$ cat src/rtl/seg7_pkg.sv
// seg7_pkg
//   Shared constants and types for the 4-digit multiplexed 7-segment scan
//   driver. The frame_t struct bundles the four display nibbles with their
//   decimal-point bits so the pending and shadow registers move together.
package seg7_pkg;

    localparam int NUM_DIGITS           = 4;
    localparam int NIBBLE_W             = 4;
    localparam int CLK_DIV_DEFAULT      = 50000;
    localparam int BLANK_CYCLES_DEFAULT = 16;

    localparam int DIGIT_W = $clog2(NUM_DIGITS);
    localparam int DATA_W  = NUM_DIGITS * NIBBLE_W;

    typedef logic [DIGIT_W-1:0] digit_t;

    typedef struct packed {
        logic [NUM_DIGITS-1:0] dots;
        logic [DATA_W-1:0]     data;
    } frame_t;

    // Nibble belonging to digit idx; digit 0 is the rightmost (bits [3:0]).
    function automatic logic [NIBBLE_W-1:0] nibble_of(input logic [DATA_W-1:0] d,
                                                      input digit_t            idx);
        return d[idx*NIBBLE_W +: NIBBLE_W];
    endfunction

endpackage

$ cat src/rtl/seg7_scan_driver_if.sv
// seg7_scan_driver_if
//   Groups the data-load handshake and the scan outputs of seg7_scan_driver.
//   Handshake: LOAD is a per-cycle capture request with no ready; every
//   cycle LOAD is high the DATA_IN/DOT_IN values are taken (newest wins).
//   LOAD_ACK pulses for one cycle when captured data becomes the displayed
//   data, which only happens right after a frame boundary.
//   slave  : the scan driver (takes DATA_IN/DOT_IN/LOAD, drives the rest)
//   master : the data source / display consumer
interface seg7_scan_driver_if;
    import seg7_pkg::*;

    logic [DATA_W-1:0]     DATA_IN;
    logic [NUM_DIGITS-1:0] DOT_IN;
    logic                  LOAD;
    logic                  LOAD_ACK;
    logic [DIGIT_W-1:0]    SEG_SELECT;
    logic [NIBBLE_W-1:0]   BIN_OUT;
    logic                  DOT_OUT;
    logic                  BLANK;
    logic                  FRAME_DONE;

    modport slave (
        input  DATA_IN, DOT_IN, LOAD,
        output LOAD_ACK, SEG_SELECT, BIN_OUT, DOT_OUT, BLANK, FRAME_DONE
    );

    modport master (
        output DATA_IN, DOT_IN, LOAD,
        input  LOAD_ACK, SEG_SELECT, BIN_OUT, DOT_OUT, BLANK, FRAME_DONE
    );

endinterface

$ cat src/rtl/seg7_slot_timer.sv
// seg7_slot_timer
//   Per-digit slot timer. cnt runs 0..CLK_DIV-1 and wraps.
//   Ports:
//     CLK, RESET  : system clock, synchronous active-high reset
//     slot_end_o  : high on the last cycle of a slot (cnt == CLK_DIV-1)
//     blank_o     : high while cnt < BLANK_CYCLES (anode-off guard window)
module seg7_slot_timer #(
    parameter int CLK_DIV      = seg7_pkg::CLK_DIV_DEFAULT,
    parameter int BLANK_CYCLES = seg7_pkg::BLANK_CYCLES_DEFAULT
) (
    input  logic CLK,
    input  logic RESET,
    output logic slot_end_o,
    output logic blank_o
);

    localparam int CNT_W = (CLK_DIV > 1) ? $clog2(CLK_DIV) : 1;
    localparam logic [CNT_W-1:0] LAST = CNT_W'(CLK_DIV - 1);

    logic [CNT_W-1:0] cnt_q;
    logic [CNT_W-1:0] cnt_d;

    assign slot_end_o = (cnt_q == LAST);

    always_comb begin
        cnt_d = cnt_q + 1'b1;
        if (slot_end_o) begin
            cnt_d = '0;
        end
    end

    always_ff @(posedge CLK) begin
        if (RESET) begin
            cnt_q <= '0;
        end else begin
            cnt_q <= cnt_d;
        end
    end

    // A zero-length guard must not build an always-false compare.
    generate
        if (BLANK_CYCLES == 0) begin : g_no_blank
            assign blank_o = 1'b0;
        end else begin : g_blank
            assign blank_o = (cnt_q < CNT_W'(BLANK_CYCLES));
        end
    endgenerate

endmodule

$ cat src/rtl/seg7_scan_driver.sv
// seg7_scan_driver
//   Time-multiplexes four nibbles (plus dots) onto one 7-seg decoder.
//   New data is staged in a pending register and copied to the displayed
//   shadow register only at the frame boundary (end of digit 3's slot), so a
//   frame never shows a mix of old and new digits.
//   Ports:
//     CLK, RESET : system clock, synchronous active-high reset
//     bus        : DATA_IN/DOT_IN/LOAD in; LOAD_ACK, SEG_SELECT, BIN_OUT,
//                  DOT_OUT, BLANK, FRAME_DONE out (all outputs registered
//                  or decoded from registers only)
module seg7_scan_driver
    import seg7_pkg::*;
#(
    parameter int CLK_DIV      = CLK_DIV_DEFAULT,
    parameter int BLANK_CYCLES = BLANK_CYCLES_DEFAULT
) (
    input  logic                CLK,
    input  logic                RESET,
    seg7_scan_driver_if.slave   bus
);

    logic   slot_end;
    logic   blank;
    logic   frame_end;
    frame_t in_frame;

    digit_t digit_q,         digit_d;
    frame_t shadow_q,        shadow_d;
    frame_t pending_q,       pending_d;
    logic   pending_valid_q, pending_valid_d;
    logic   load_ack_q,      load_ack_d;
    logic   frame_done_q,    frame_done_d;

    seg7_slot_timer #(
        .CLK_DIV      (CLK_DIV),
        .BLANK_CYCLES (BLANK_CYCLES)
    ) u_slot_timer (
        .CLK        (CLK),
        .RESET      (RESET),
        .slot_end_o (slot_end),
        .blank_o    (blank)
    );

    assign in_frame  = '{dots: bus.DOT_IN, data: bus.DATA_IN};
    assign frame_end = slot_end && (digit_q == digit_t'(NUM_DIGITS - 1));

    always_comb begin
        digit_d         = digit_q;
        shadow_d        = shadow_q;
        pending_d       = pending_q;
        pending_valid_d = pending_valid_q;
        load_ack_d      = 1'b0;
        frame_done_d    = frame_end;

        if (slot_end) begin
            digit_d = digit_q + 1'b1;
        end

        if (frame_end) begin
            // A LOAD arriving on the boundary is newer than anything pending,
            // so it bypasses the pending register.
            if (bus.LOAD) begin
                shadow_d        = in_frame;
                pending_valid_d = 1'b0;
                load_ack_d      = 1'b1;
            end else if (pending_valid_q) begin
                shadow_d        = pending_q;
                pending_valid_d = 1'b0;
                load_ack_d      = 1'b1;
            end
        end else if (bus.LOAD) begin
            pending_d       = in_frame;
            pending_valid_d = 1'b1;
        end
    end

    always_ff @(posedge CLK) begin
        if (RESET) begin
            digit_q         <= '0;
            shadow_q        <= '0;
            pending_q       <= '0;
            pending_valid_q <= 1'b0;
            load_ack_q      <= 1'b0;
            frame_done_q    <= 1'b0;
        end else begin
            digit_q         <= digit_d;
            shadow_q        <= shadow_d;
            pending_q       <= pending_d;
            pending_valid_q <= pending_valid_d;
            load_ack_q      <= load_ack_d;
            frame_done_q    <= frame_done_d;
        end
    end

    assign bus.SEG_SELECT = digit_q;
    assign bus.BIN_OUT    = nibble_of(shadow_q.data, digit_q);
    assign bus.DOT_OUT    = shadow_q.dots[digit_q];
    assign bus.BLANK      = blank;
    assign bus.LOAD_ACK   = load_ack_q;
    assign bus.FRAME_DONE = frame_done_q;

endmodule

$ cat src/flat_wrapper.sv
// flat-port wrapper written by rule: the top's interface ports become plain ports
module seg7_scan_driver_flat import seg7_pkg::*;
#(
    parameter int CLK_DIV      = CLK_DIV_DEFAULT,
    parameter int BLANK_CYCLES = BLANK_CYCLES_DEFAULT
)
  (CLK, RESET, bus_DATA_IN, bus_DOT_IN, bus_LOAD, bus_LOAD_ACK, bus_SEG_SELECT, bus_BIN_OUT, bus_DOT_OUT, bus_BLANK, bus_FRAME_DONE);
  seg7_scan_driver_if bus_i ();
  input  logic CLK;
  input  logic RESET;
  input wire logic [$bits(bus_i.DATA_IN)-1:0] bus_DATA_IN;
  input wire logic [$bits(bus_i.DOT_IN)-1:0] bus_DOT_IN;
  input wire logic [$bits(bus_i.LOAD)-1:0] bus_LOAD;
  output wire logic [$bits(bus_i.LOAD_ACK)-1:0] bus_LOAD_ACK;
  output wire logic [$bits(bus_i.SEG_SELECT)-1:0] bus_SEG_SELECT;
  output wire logic [$bits(bus_i.BIN_OUT)-1:0] bus_BIN_OUT;
  output wire logic [$bits(bus_i.DOT_OUT)-1:0] bus_DOT_OUT;
  output wire logic [$bits(bus_i.BLANK)-1:0] bus_BLANK;
  output wire logic [$bits(bus_i.FRAME_DONE)-1:0] bus_FRAME_DONE;
  assign bus_i.DATA_IN = bus_DATA_IN;
  assign bus_i.DOT_IN = bus_DOT_IN;
  assign bus_i.LOAD = bus_LOAD;
  assign bus_LOAD_ACK = bus_i.LOAD_ACK;
  assign bus_SEG_SELECT = bus_i.SEG_SELECT;
  assign bus_BIN_OUT = bus_i.BIN_OUT;
  assign bus_DOT_OUT = bus_i.DOT_OUT;
  assign bus_BLANK = bus_i.BLANK;
  assign bus_FRAME_DONE = bus_i.FRAME_DONE;
  seg7_scan_driver #(.CLK_DIV(CLK_DIV), .BLANK_CYCLES(BLANK_CYCLES)) u_core (.CLK(CLK), .RESET(RESET), .bus(bus_i));
endmodule
$ cat config.mk
export PLATFORM = sky130hd
export DESIGN_NAME = seg7_scan_driver_flat
export DESIGN_NICKNAME = d
export VERILOG_FILES = /design/src/rtl/seg7_pkg.sv /design/src/rtl/seg7_scan_driver_if.sv /design/src/rtl/seg7_slot_timer.sv /design/src/rtl/seg7_scan_driver.sv /design/src/flat_wrapper.sv
export SDC_FILE = /design/constraint.sdc
export NUM_CORES = 1
export LEC_CHECK = 0
export ABC_AREA = 1
export BUFFER_PORTS_ARGS = -buffer_cell sky130_fd_sc_hd__clkbuf_2
export CAP_MARGIN = 15
export CORE_MARGIN = 2
export CORE_UTILIZATION = 48
export DETAILED_ROUTE_END_ITERATION = 8
export GPL_TIMING_DRIVEN = 0
export PLACE_DENSITY = 0.7
export SKIP_LAST_GASP = 1
export SLEW_MARGIN = 20
export SYNTH_ARGS = -nofsm -noshare
export SYNTH_HDL_FRONTEND = slang
export SYNTH_SLANG_ARGS = --single-unit
$ cat constraint.sdc
create_clock -name CLK -period 1.4 [get_ports CLK]
set_clock_uncertainty 0.15 [all_clocks]
set_input_delay 0.28 -clock CLK [delete_from_list [all_inputs] [get_ports CLK]]
set_output_delay 0.28 -clock CLK [all_outputs]
set_load 0.1 [all_outputs]
==> metrics.txt <==
status finished with violations; failing checks setup timing; Total GRT Usage 0.2598; P_leak 0.002145 uW; CTS tree done; post-synthesis register bit count 61; asr flop ratio synth 0; total clock buffers created by CTS 9; number of flops mapped to enable cells by yosys 0; Die W 84.52 um; FMAX 526.1 MHz; syn avg cell area 7.104 um2; dpl ws -0.3720 ns; post-synthesis cell type count 30; First-pass DRT Iterations 5; RR Endpoint u_core.shadow_q[10]; antenna-violating nets left 0; Die Span Y 84.52 um; Gate Count Post-Synth 438; sequential power share 0.479; Initial Utilization 0.4929; CP Launch Point u_core.bus.SEG_SELECT[0]; DP HPWL 5131 um; mux share of post-synthesis cell area 0.07238; period utilization 1.358; TritonCTS Sinks 61; Synth Area in Compound Gates 0.08645; Total Power 3776 uW; Non-Filler Instances 600; slew margin rel. 0.4310; post-synth top area share 0.3924; CTS root buf clkbuf_8; RSZ-0062 raised after global routing yes; CP Capture Type primary output; Final Critical Period 1.901 ns; Reg2Reg Setup Slack -0.43 ns; Core Region 6314 um2; Detailed Route WL 10080 um; Layout Utilization 0.7699; Worst EP required 0.97 ns; average vias per placed instance 5.448; Yosys top cell by area dfxtp_1; row count 29; Post-Syn Area 3112 um2; nets 543; Worst EP arrival 1.47 ns; YS warnings 0; Hold WC Path Type input pin to flop; routability cong. 0.7912; Clock Power Share 0.417; Sw Share 0.2532; peak supply drop 0.6320 mV; top-level I/O count 33; Seq/Total Area, Yosys 0.3924; Final setup viols 68; initial DRC count 216; share of layout cells above drive strength 1 0.5086; # H-tree levels 3; Critical Path Start Type flop; Gate power share 0.104; CP peak stage delay 0.43 ns; Clk pin slew, worst setup/hold paths 0.08 ns; worst path cell trace inv_8 > o21ai_1 > a21oi_1 > a21oi_4 > clkbuf_16; Max-Cap Viols 0; worst hold margin 0.1041 ns; Simple-Gate Fraction of Synth Area 0.3036; die area 7143 um2; syn nets 463; internal power 2820 uW; I/O Buffers 31; number of diodes 0; final hold violations 0; Sw Pwr 956.2 uW; Final Max Tran Viols 0; CP max FO 5; PD cells 776.9 nW/um2; Setup CP Type flop to primary output; global-route wire length before repair 14750 um; number of global-route vias before repair 3112; filler cell count 394; R2R cell count 8; latest clock arrival within the worst-skew pair 0.34 ns; worst-margin pin slew 0.8535 ns; Congestion Overflow GR 0; routed via count 3269; area delta synth->final 56.21%; routed wire length per instance 16.79 um; synthesized-area fraction occupied by xor and xnor cells 0.01689; largest net degree at the start of global routing 11; Longest Clk Path Bufs 2; slowest cell on the critical path dfxtp_4; Residual DRC 0; Synth Area in Adders 0.008042; ys flop type dfxtp_1; top cells by area, synth dfxtp_1 (39%), nand2_1 (10%), nor2_1 (9.7%); combinational family with the most area after synthesis simple AND/OR/NAND/NOR gates; RR Startpoint u_core.bus.SEG_SELECT[0]; end of the critical path bus_DOT_OUT; PnR worst setup slack -0.5009 ns; antenna violations before repair 0; Placed Instances 546
## cell usage after synthesis, types with 2 or more instances
cell and count:
nand2_1 86, nor2_1 80, dfxtp_1 61, inv_1 54, a21oi_1 43, nand3_1 29, mux2_2 20, o21ai_0 9
buf_2 7, buf_6 5, nor3_1 5, xor2_1 5, nand4_1 4, buf_4 3, clkbuf_1 3, nand2_2 3
buf_1 2, clkbuf_8 2, ha_1 2, inv_2 2, nand3b_1 2, nor2_4 2, or2_2 2
## worst max-delay path: cells and delay by family (launching register included)
kind,cells,cell delay [ns]
AOI/OAI and AO/OA,3,0.42
buffers and inverters,2,0.28
DFF,1,0.43
## layout by cell type (no fill, tap or decap), types with 3 or more instances in the layout
cell type / n
clkinv_2: 4
xor2_1: 5
clkbuf_8: 13
dfxtp_1: 48
nand3_2: 14
a21oi_2: 34
inv_1: 50
nand4_1: 4
clkbuf_16: 10
a21oi_4: 7
nor2_1: 53
nor2_2: 17
a21oi_1: 3
nand2_4: 9
nand2_1: 65
dfxtp_4: 6
mux2_2: 20
nand2_2: 15
nand3_1: 14
buf_8: 10
nor2_4: 13
dfxtp_2: 7
nand3_4: 3
buf_6: 19
inv_2: 4
clkbuf_2: 21
buf_4: 12
buf_2: 5
o21ai_2: 5
## per-stage QoR
step                TNS [ns]  area, um2
floorplan             -10.89       3312
global placement      -12.38       3563
detailed placement    -13.82       3563
CTS                   -16.71       4507
global route          -26.16       4861
finish                -23.06       4861
## power groups by stage
stage	combinational, uW	clock, uW	sequential (uW)
global placement	285	0	1840
detailed placement	292	0	1850
finish	392	1570	1810
CTS	366	1570	1810
global route	425	1650	1820
floorplan	204	0	1840
## kinds of logic (layout without fill, tap and decap cells)
group | Yosys count | in the layout
AOI/OAI and AO/OA | 53 | 53
xor gates and xnor gates | 6 | 6
adders and majority gates | 2 | 2
buffers and inverters | 79 | 163
DFF | 61 | 61
muxes | 20 | 20
and+or+nand+nor | 217 | 218
## layout make-up
type	instances	area [um2]	area share
clock inverters	5	50.05	0.01030
multi-input cells	299	2106	0.4332
repair inverters	1	8.758	0.001802
flip-flops and latches	61	1252	0.2577
well taps	77	96.34	0.01982
plain buffers	22	242.7	0.04994
inverters	57	224.0	0.04607
repair buffers	67	739.5	0.1521
clock buffers	11	141.4	0.02909
## layer usage
metal	global-route usage	up-vias	wire, um
li1	-	1545	-
met1	0.3258	1571	4221
met2	0.4359	133	5030
met3	0.05408	20	594
met4	0.1039	0	230
met5	0	-	0
## sequential cells by signal (all words and copies together) (netlist names)
| signal | flops |
|---|---|
| u_core.bus.LOAD_ACK | 1 |
| u_core.u_slot_timer.cnt_q | 16 |
| u_core.pending_q | 20 |
| u_core.pending_valid_q | 1 |
| u_core.shadow_q | 20 |
| u_core.bus.SEG_SELECT | 2 |
| u_core.bus.FRAME_DONE | 1 |
## timing repair
item	in CTS	in global routing
hold buffers	2	0
cloned	11	2
pin swaps	31	38
resized for setup	119	80
buffers inserted	17	7
endpoints found under the hold margin	1	0
endpoints found under the setup margin	71	69
## worst min path at each step
stage	startpoint	end	slack (ns)	cells past startpoint
detailed placement	u_core.u_slot_timer.cnt_q[0]	u_core.u_slot_timer.cnt_q[0]	0.29	1
finish	bus_DATA_IN[3]	u_core.pending_q[3]	0.10	5
floorplan	RESET	u_core.bus.LOAD_ACK	0.20	1
CTS	bus_DATA_IN[5]	u_core.pending_q[5]	0.10	5
global route	bus_DOT_IN[3]	u_core.pending_q[19]	0.14	5
global placement	u_core.u_slot_timer.cnt_q[0]	u_core.u_slot_timer.cnt_q[0]	0.29	1
Power figures use the tool's default switching activity.
